<file path="src/rtl/cpu_pkg.sv">
// Shared definitions for the cpu_seq instruction sequencer: opcodes,
// register codes, instruction field layout, error codes and FSM states.
package cpu_pkg;

  typedef enum logic [2:0] {
    OP_MV   = 3'b000,
    OP_MVI  = 3'b001,
    OP_ADD  = 3'b010,
    OP_SUB  = 3'b011,
    OP_HALT = 3'b111
  } opcode_t;

  typedef enum logic [2:0] {R0, R1, R2, R3, R4, R5, R6, R7} reg_t;

  // Instruction word = {7'b0, op[2:0], rx[2:0], ry[2:0]}
  localparam int INSTR_W = 16;
  localparam int FIELD_W = 3;
  localparam int OP_LSB  = 6;
  localparam int RX_LSB  = 3;
  localparam int RY_LSB  = 0;

  localparam logic [1:0] ERR_NONE    = 2'b00;
  localparam logic [1:0] ERR_ILLEGAL = 2'b01;
  localparam logic [1:0] ERR_TIMEOUT = 2'b10;
  localparam logic [1:0] ERR_NO_IMM  = 2'b11;

  typedef enum logic [2:0] {
    S_IDLE, S_FETCH, S_ISSUE, S_IMM, S_WAIT, S_FIN, S_ERR
  } state_t;

  function automatic logic [FIELD_W-1:0] instr_op(input logic [INSTR_W-1:0] w);
    return w[OP_LSB +: FIELD_W];
  endfunction

  // Opcodes 100..110 are reserved; HALT is legal but never issued.
  function automatic logic op_legal(input logic [FIELD_W-1:0] op);
    return (op == OP_MV) || (op == OP_MVI) || (op == OP_ADD) ||
           (op == OP_SUB) || (op == OP_HALT);
  endfunction

  function automatic logic [INSTR_W-1:0] mk_instr(input logic [FIELD_W-1:0] op,
                                                  input logic [FIELD_W-1:0] rx,
                                                  input logic [FIELD_W-1:0] ry);
    logic [INSTR_W-1:0] w;
    w = '0;
    w[OP_LSB +: FIELD_W] = op;
    w[RX_LSB +: FIELD_W] = rx;
    w[RY_LSB +: FIELD_W] = ry;
    return w;
  endfunction

endpackage

</file>
<file path="src/rtl/cpu_seq_prog_buf.sv">
// Program buffer: DEPTH x 16 storage, one write port, registered read port.
// Contents are not reset; the write pointer lives in the sequencer.
module prog_buf #(
  parameter int DEPTH = 16
) (
  input  logic                     clock,
  input  logic                     we,
  input  logic [$clog2(DEPTH)-1:0] waddr,
  input  logic [15:0]              wdata,
  input  logic [$clog2(DEPTH)-1:0] raddr,
  output logic [15:0]              rdata
);
  import cpu_pkg::*;

  logic [INSTR_W-1:0] mem [DEPTH];

  // Write on demand, read every cycle with one cycle of latency.
  always_ff @(posedge clock) begin
    if (we) mem[waddr] <= wdata;
    rdata <= mem[raddr];
  end

endmodule

</file>
<file path="src/rtl/cpu_seq.sv">
// Instruction sequencer: holds a loaded program and issues it to the base
// processor over run/din/done, inserting mvi immediates and waiting for done.
module cpu_seq #(
  parameter int DEPTH = 16,
  parameter int TMO   = 15
) (
  input  logic                     clock,
  input  logic                     resetn,
  input  logic                     ld_valid,
  output logic                     ld_ready,
  input  logic [15:0]              ld_data,
  input  logic                     ld_clr,
  input  logic                     start,
  output logic                     busy,
  output logic                     fin,
  output logic                     err,
  output logic [1:0]               err_code,
  output logic [$clog2(DEPTH)-1:0] pc,
  output logic [7:0]               icnt,
  output logic                     cpu_run,
  output logic [15:0]              cpu_din,
  input  logic                     cpu_done
);
  import cpu_pkg::*;

  localparam int AW = $clog2(DEPTH);
  localparam int PW = AW + 1;
  localparam logic [7:0] TMO_LAST = 8'(TMO - 1);

  state_t         state;
  logic [PW-1:0]  wptr;
  logic           rdy_en;
  logic           full;
  logic           wr_en;
  logic [AW-1:0]  wr_addr;
  logic [AW-1:0]  rd_addr;
  logic [15:0]    rd_data;
  logic [PW-1:0]  pc_ext;
  logic [PW-1:0]  pc_inc_ext;
  logic [2:0]     op;
  logic [7:0]     tmr;

  assign full       = (wptr == PW'(DEPTH));
  assign busy       = (state != S_IDLE);
  // rdy_en keeps ld_ready low until the first clock after reset release.
  assign ld_ready   = rdy_en && !busy && !full;
  assign wr_en      = ld_valid && ld_ready && !ld_clr;
  assign wr_addr    = wptr[AW-1:0];
  // ISSUE pre-reads the word after the instruction so IMM has the immediate.
  assign rd_addr    = (state == S_ISSUE) ? pc + AW'(1) : pc;
  assign pc_ext     = {1'b0, pc};
  assign pc_inc_ext = pc_ext + PW'(1);
  assign op         = instr_op(rd_data);

  prog_buf #(.DEPTH(DEPTH)) u_buf (
    .clock (clock),
    .we    (wr_en),
    .waddr (wr_addr),
    .wdata (ld_data),
    .raddr (rd_addr),
    .rdata (rd_data)
  );

  // Write pointer: clear (IDLE only) beats a same-cycle load.
  always_ff @(posedge clock or negedge resetn) begin
    if (!resetn) begin
      wptr   <= '0;
      rdy_en <= 1'b0;
    end else begin
      rdy_en <= 1'b1;
      if (ld_clr && !busy) wptr <= '0;
      else if (wr_en)      wptr <= wptr + PW'(1);
    end
  end

  // Sequencer FSM with registered processor-side and status outputs.
  always_ff @(posedge clock or negedge resetn) begin
    if (!resetn) begin
      state    <= S_IDLE;
      pc       <= '0;
      icnt     <= '0;
      fin      <= 1'b0;
      err      <= 1'b0;
      err_code <= ERR_NONE;
      cpu_run  <= 1'b0;
      cpu_din  <= '0;
      tmr      <= '0;
    end else begin
      fin     <= 1'b0;
      cpu_run <= 1'b0;
      case (state)
        S_IDLE: begin
          if (start) begin
            pc       <= '0;
            icnt     <= '0;
            err      <= 1'b0;
            err_code <= ERR_NONE;
            if (wptr == '0) begin
              fin   <= 1'b1;
              state <= S_FIN;
            end else begin
              state <= S_FETCH;
            end
          end
        end
        S_FETCH: state <= S_ISSUE;
        S_ISSUE: begin
          tmr <= '0;
          if (op == OP_HALT || pc_ext == wptr) begin
            fin   <= 1'b1;
            state <= S_FIN;
          end else if (!op_legal(op)) begin
            err      <= 1'b1;
            err_code <= ERR_ILLEGAL;
            state    <= S_ERR;
          end else begin
            cpu_run <= 1'b1;
            cpu_din <= rd_data;
            if (op == OP_MVI) begin
              // The run pulse still goes out; the processor is reset anyway
              // before the next program if the immediate is missing.
              if (pc_inc_ext == wptr) begin
                err      <= 1'b1;
                err_code <= ERR_NO_IMM;
                state    <= S_ERR;
              end else begin
                state <= S_IMM;
              end
            end else begin
              state <= S_WAIT;
            end
          end
        end
        S_IMM: begin
          cpu_din <= rd_data;
          pc      <= pc + AW'(1);
          state   <= S_WAIT;
        end
        S_WAIT: begin
          if (cpu_done) begin
            if (icnt != 8'hFF) icnt <= icnt + 8'd1;
            // pc stays on the last instruction when the program runs out.
            if (pc_inc_ext == wptr) begin
              fin   <= 1'b1;
              state <= S_FIN;
            end else begin
              pc    <= pc + AW'(1);
              state <= S_FETCH;
            end
          end else if (tmr == TMO_LAST) begin
            err      <= 1'b1;
            err_code <= ERR_TIMEOUT;
            state    <= S_ERR;
          end else begin
            tmr <= tmr + 8'd1;
          end
        end
        S_FIN:   state <= S_IDLE;
        S_ERR:   state <= S_IDLE;
        default: state <= S_IDLE;
      endcase
    end
  end

endmodule

</file>
<file path="config.mk">
export PLATFORM = sky130hd
export DESIGN_NAME = cpu_seq
export DESIGN_NICKNAME = d
export VERILOG_FILES = /design/src/rtl/cpu_pkg.sv /design/src/rtl/cpu_seq_prog_buf.sv /design/src/rtl/cpu_seq.sv
export SDC_FILE = /design/constraint.sdc
export NUM_CORES = 1
export LEC_CHECK = 0
export ABC_AREA = 1
export BUFFER_PORTS_ARGS = -buffer_cell sky130_fd_sc_hd__buf_2
export CORE_MARGIN = 3
export CORE_UTILIZATION = 25
export CTS_CLUSTER_DIAMETER = 200
export CTS_CLUSTER_SIZE = 8
export DETAILED_ROUTE_END_ITERATION = 10
export HOLD_SLACK_MARGIN = 0.1
export SETUP_SLACK_MARGIN = 0.05
export SKIP_CTS_REPAIR_TIMING = 1
export SLEW_MARGIN = 5
export SYNTH_ARGS = -nofsm -noshare
export SYNTH_HDL_FRONTEND = slang
export SYNTH_SLANG_ARGS = --single-unit
</file>
<file path="constraint.sdc">
create_clock -name clock -period 2.3 [get_ports clock]
set_input_delay 0 -clock clock [delete_from_list [all_inputs] [get_ports clock]]
set_output_delay 0 -clock clock [all_outputs]
set_load 0.02 [all_outputs]
</file>
==> impl_metrics.csv <==
group,metric,value,unit
critical_path,critPathCapture,"u_buf.mem[13][14]$_DFFE_PP_",
critical_path,r2r_cells,11,
power_and_ir_drop,power_leakage,7.62,nW
power_and_ir_drop,power.density,1070,mW/mm2
logic_synthesis,yosys_warnings,0,
clock_network,htree_levels,2,
drt,drt_iter0_markers,902,
timing,grt_setup_unrepaired,"true",
critical_path,r2r_end,"u_buf.mem[13][14]$_DFFE_PP_",
place,hpwl,23800,um
die,io-pin-count,57,
place,io_buffers,56,
die,coreArea,0.0566,mm2
global_routing,grt_util_all_layers,12.1,%
logic_synthesis,syn_inst,1465,
critical_path,crit_required,2.55,ns
timing,hold_viol_final,0,
logic_synthesis,synth_simple_gate_area_share,21.3,%
die,dieArea,0.0602,mm2
power_and_ir_drop,seqPwrFrac,37.3,%
outcome,outcome,"finished clean",
hold_path,hold_class,"in -> reg",
clock_network,clock-sinks,322,
drt,drtAntennaViolNets,0,
global_routing,grt_pass1_vias,9789,
clock_network,root_buffer,"clkbuf_16",
critical_path,crit_path_start,"state[0]$_DFFE_PN0P_",
drt,vias_per_cell,4.24,
logic_synthesis,muxShareOfSynthArea,0,%
logic_synthesis,yosysTopAreaCellShare,53.6,%
die,fp.dieH,245,um
power_and_ir_drop,max-vdd-ir-drop,0.599,mV
drt,wirelength,36600,um
logic_synthesis,synthAdderAreaFrac,0.698,%
critical_path,cp_max_fo,10,
clock_network,worstSkewPairLatency,0.54,ns
die,start_util,25.3,%
timing,clock.fmax,469,MHz
clock_network,cts_tree,"done",
drt,vias,10100,
clock_network,cts.path.max_buffers,3,
drt,firstDrtPassIters,5,
clock_network,clkTransAtPathRegs,0.05,ns
run,maxCapViolCount,0,
die,die_w,245,um
timing,tightest_slew,0.678,ns
global_routing,gr-total-overflow,0,
drt,drcViolationCount,0,
power_and_ir_drop,clkPwrFrac,32.2,%
global_routing,grt_antenna_before_repair,3,
logic_synthesis,synth_compound_area_share,2.34,%
logic_synthesis,synth-seq-cells,322,
timing,drv_slew,0,
power_and_ir_drop,pwr-share-comb,30.5,%
timing,slew_headroom,54.7,%
logic_synthesis,synth_top_family_by_area,"simple AND/OR/NAND/NOR gates",
layout,final_core_util,31.2,%
timing,skew,0.0174,ns
logic_synthesis,syn_nets,1495,
layout,finalNetCount,1613,
layout,drive_gt1_share,12.7,%
logic_synthesis,synth_area_leaders,"edfxtp_1, nand2_1, dfrtp_1",
drt,wl_per_cell,15.4,um
logic_synthesis,synth.cell_area,0.0143,mm2
timing,min_period,2.13,ns
power_and_ir_drop,p_sw,6.40,mW
power_and_ir_drop,p_int,12.4,mW
global_routing,grt_max_degree,60,
global_routing,grt_pass1_wl,56700,um
critical_path,criticalPathCategory,"reg -> reg",
critical_path,arrival,2.38,ns
clock_network,numCtsBuffers,46,
critical_path,start_kind,"register",
logic_synthesis,synth_top_area_cell,"edfxtp_1",
timing,finalCritPeriodShare,92.7,%
die,num_rows,87,
place,gp_congestion,0.844,
timing,setup_tns,0,ns
logic_synthesis,ys_seq_area_share,64.6,%
logic_synthesis,synthXorXnorAreaFrac,0.428,%
power_and_ir_drop,swShare,34.0,%
logic_synthesis,synth_area_per_cell,9.78,um2
timing,setup_viol,0,
critical_path,reg2reg_slack,0.17,ns
critical_path,reg2reg_from,"state[0]$_DFFE_PN0P_",
critical_path,setup.worst_path.end_class,"register",
layout,syn_to_final_growth,23.0,%
logic_synthesis,ys_types,29,
## layout make-up
| cell class | instances | area, um2 |
|---|---|---|
| clock inverter | 2 | 17.5 |
| inverter | 292 | 1100 |
| sequential | 322 | 9260 |
| fill | 5789 | 39000 |
| timing repair buffer | 128 | 1270 |
| tap | 756 | 946 |
| multi-input combinational | 793 | 3760 |
| clock buffer | 72 | 1270 |
| antenna | 3 | 7.51 |
## worst min-delay path by stage
stage | start | endpoint | slack, ns | cells after the start
final | start | fin$_DFF_PN0_ | 0.32 | 4
after floorplan | resetn | cpu_din[0]$_DFFE_PN0P_ | -0.30 | 0
after global placement | resetn | tmr[5]$_DFFE_PN0P_ | 0.03 | 1
after global routing | start | fin$_DFF_PN0_ | 0.33 | 4
after detailed placement | resetn | tmr[4]$_DFFE_PN0P_ | 0.03 | 1
after CTS | resetn | tmr[7]$_DFFE_PN0P_ | -0.55 | 1
## per-stage QoR
stage / worst slack [ns] / hold slack (ns) / total power, mW / instance area, um2 / instances
6_report: 0.167 / 0.320 / 18.8 / 17600 / 2368
5_1_grt: 0.0318 / 0.334 / 20.0 / 17600 / 2368
4_1_cts: 0.136 / -0.546 / 18.9 / 17300 / 2340
3_5_place_dp: 0.154 / 0.0325 / 12.8 / 16000 / 2266
3_3_place_gp: 0.182 / 0.0257 / 12.7 / 16000 / 2266
2_1_floorplan: 0.0588 / -0.296 / 11.1 / 14500 / 1465
## synth_stat cells
library cell	count
inv_2	7
inv_1	285
clkbuf_1	6
nand4_1	9
nand3_1	241
nor2_4	2
ha_1	8
xor2_1	6
dfxtp_1	16
buf_4	26
nor2_2	3
buf_6	12
o21ai_0	39
a31oi_1	2
xnor2_1	1
nand3_2	1
o31ai_1	2
o21ai_2	4
o211ai_1	1
a21oi_1	14
nor3_1	6
nand2_2	4
edfxtp_1	256
dfrtp_1	50
buf_1	1
nand2_1	407
buf_2	13
conb_1	1
nor2_1	42
## state kept, by name (all words and copies together), names as in the netlist
signal,flops
state,3
tmr,8
u_buf.rdata,16
rdy_en,1
err,1
icnt,8
u_buf.mem,256
wptr,5
fin,1
err_code,2
cpu_run,1
pc,4
cpu_din,16
## layout by cell type, fill, tap and decap left out, types with 4 or more instances in the layout
master / synthesis / layout
clkbuf_16: 0 / 48
nor2_4: 2 / 19
nand3_1: 241 / 239
ha_1: 8 / 7
dfrtp_1: 50 / 50
buf_2: 13 / 56
inv_1: 285 / 282
nand2_1: 407 / 401
a21oi_1: 14 / 14
xor2_1: 6 / 6
inv_2: 7 / 10
dfxtp_1: 16 / 16
nand2_2: 4 / 5
clkbuf_1: 6 / 25
nand4_1: 9 / 9
o21ai_0: 39 / 38
buf_4: 26 / 17
nand2_4: 0 / 5
nor3_1: 6 / 6
nor2_1: 42 / 25
edfxtp_1: 256 / 256
buf_12: 0 / 28
o21ai_2: 4 / 4
dlygate4sd3_1: 0 / 23
## logic make-up after synthesis
| group | after synthesis |
|---|---|
| flip-flops | 322 |
| other | 1 |
| AO/OA/AOI/OAI | 62 |
| adder cells (fa/ha/maj) | 8 |
| AND/OR/NAND/NOR | 715 |
| buffers and inverters | 350 |
| XOR/XNOR | 7 |
## critical path, cell delays in order, from the launching register on
cell	delay [ns]
dfrtp_1	0.43
inv_2	0.11
nand2_2	0.10
nor2_2	0.15
inv_2	0.09
nor2_4	0.10
nand2_2	0.10
nor2_4	0.14
buf_12	0.15
nand2_4	0.10
nor2_4	0.17
clkbuf_16	0.18
## routing by layer
metal / GRT usage, % / routed length (um)
met1: 16.2 / 16100
met2: 19.5 / 16900
met3: 2.32 / 2370
met4: 4.86 / 1230
met5: 0 / 0
## power by group through the flow
| stage | Clock [mW] | Combinational (mW) | Sequential (mW) |
|---|---|---|---|
| finish | 6.07 | 5.76 | 7.02 |
| CTS | 6.23 | 5.69 | 7.02 |
| global placement | 0 | 5.61 | 7.12 |
| global route | 6.50 | 6.48 | 7.06 |
| floorplan | 0 | 3.83 | 7.30 |
| detailed placement | 0 | 5.67 | 7.13 |
Note: power is estimated with default switching activity, not from simulation.
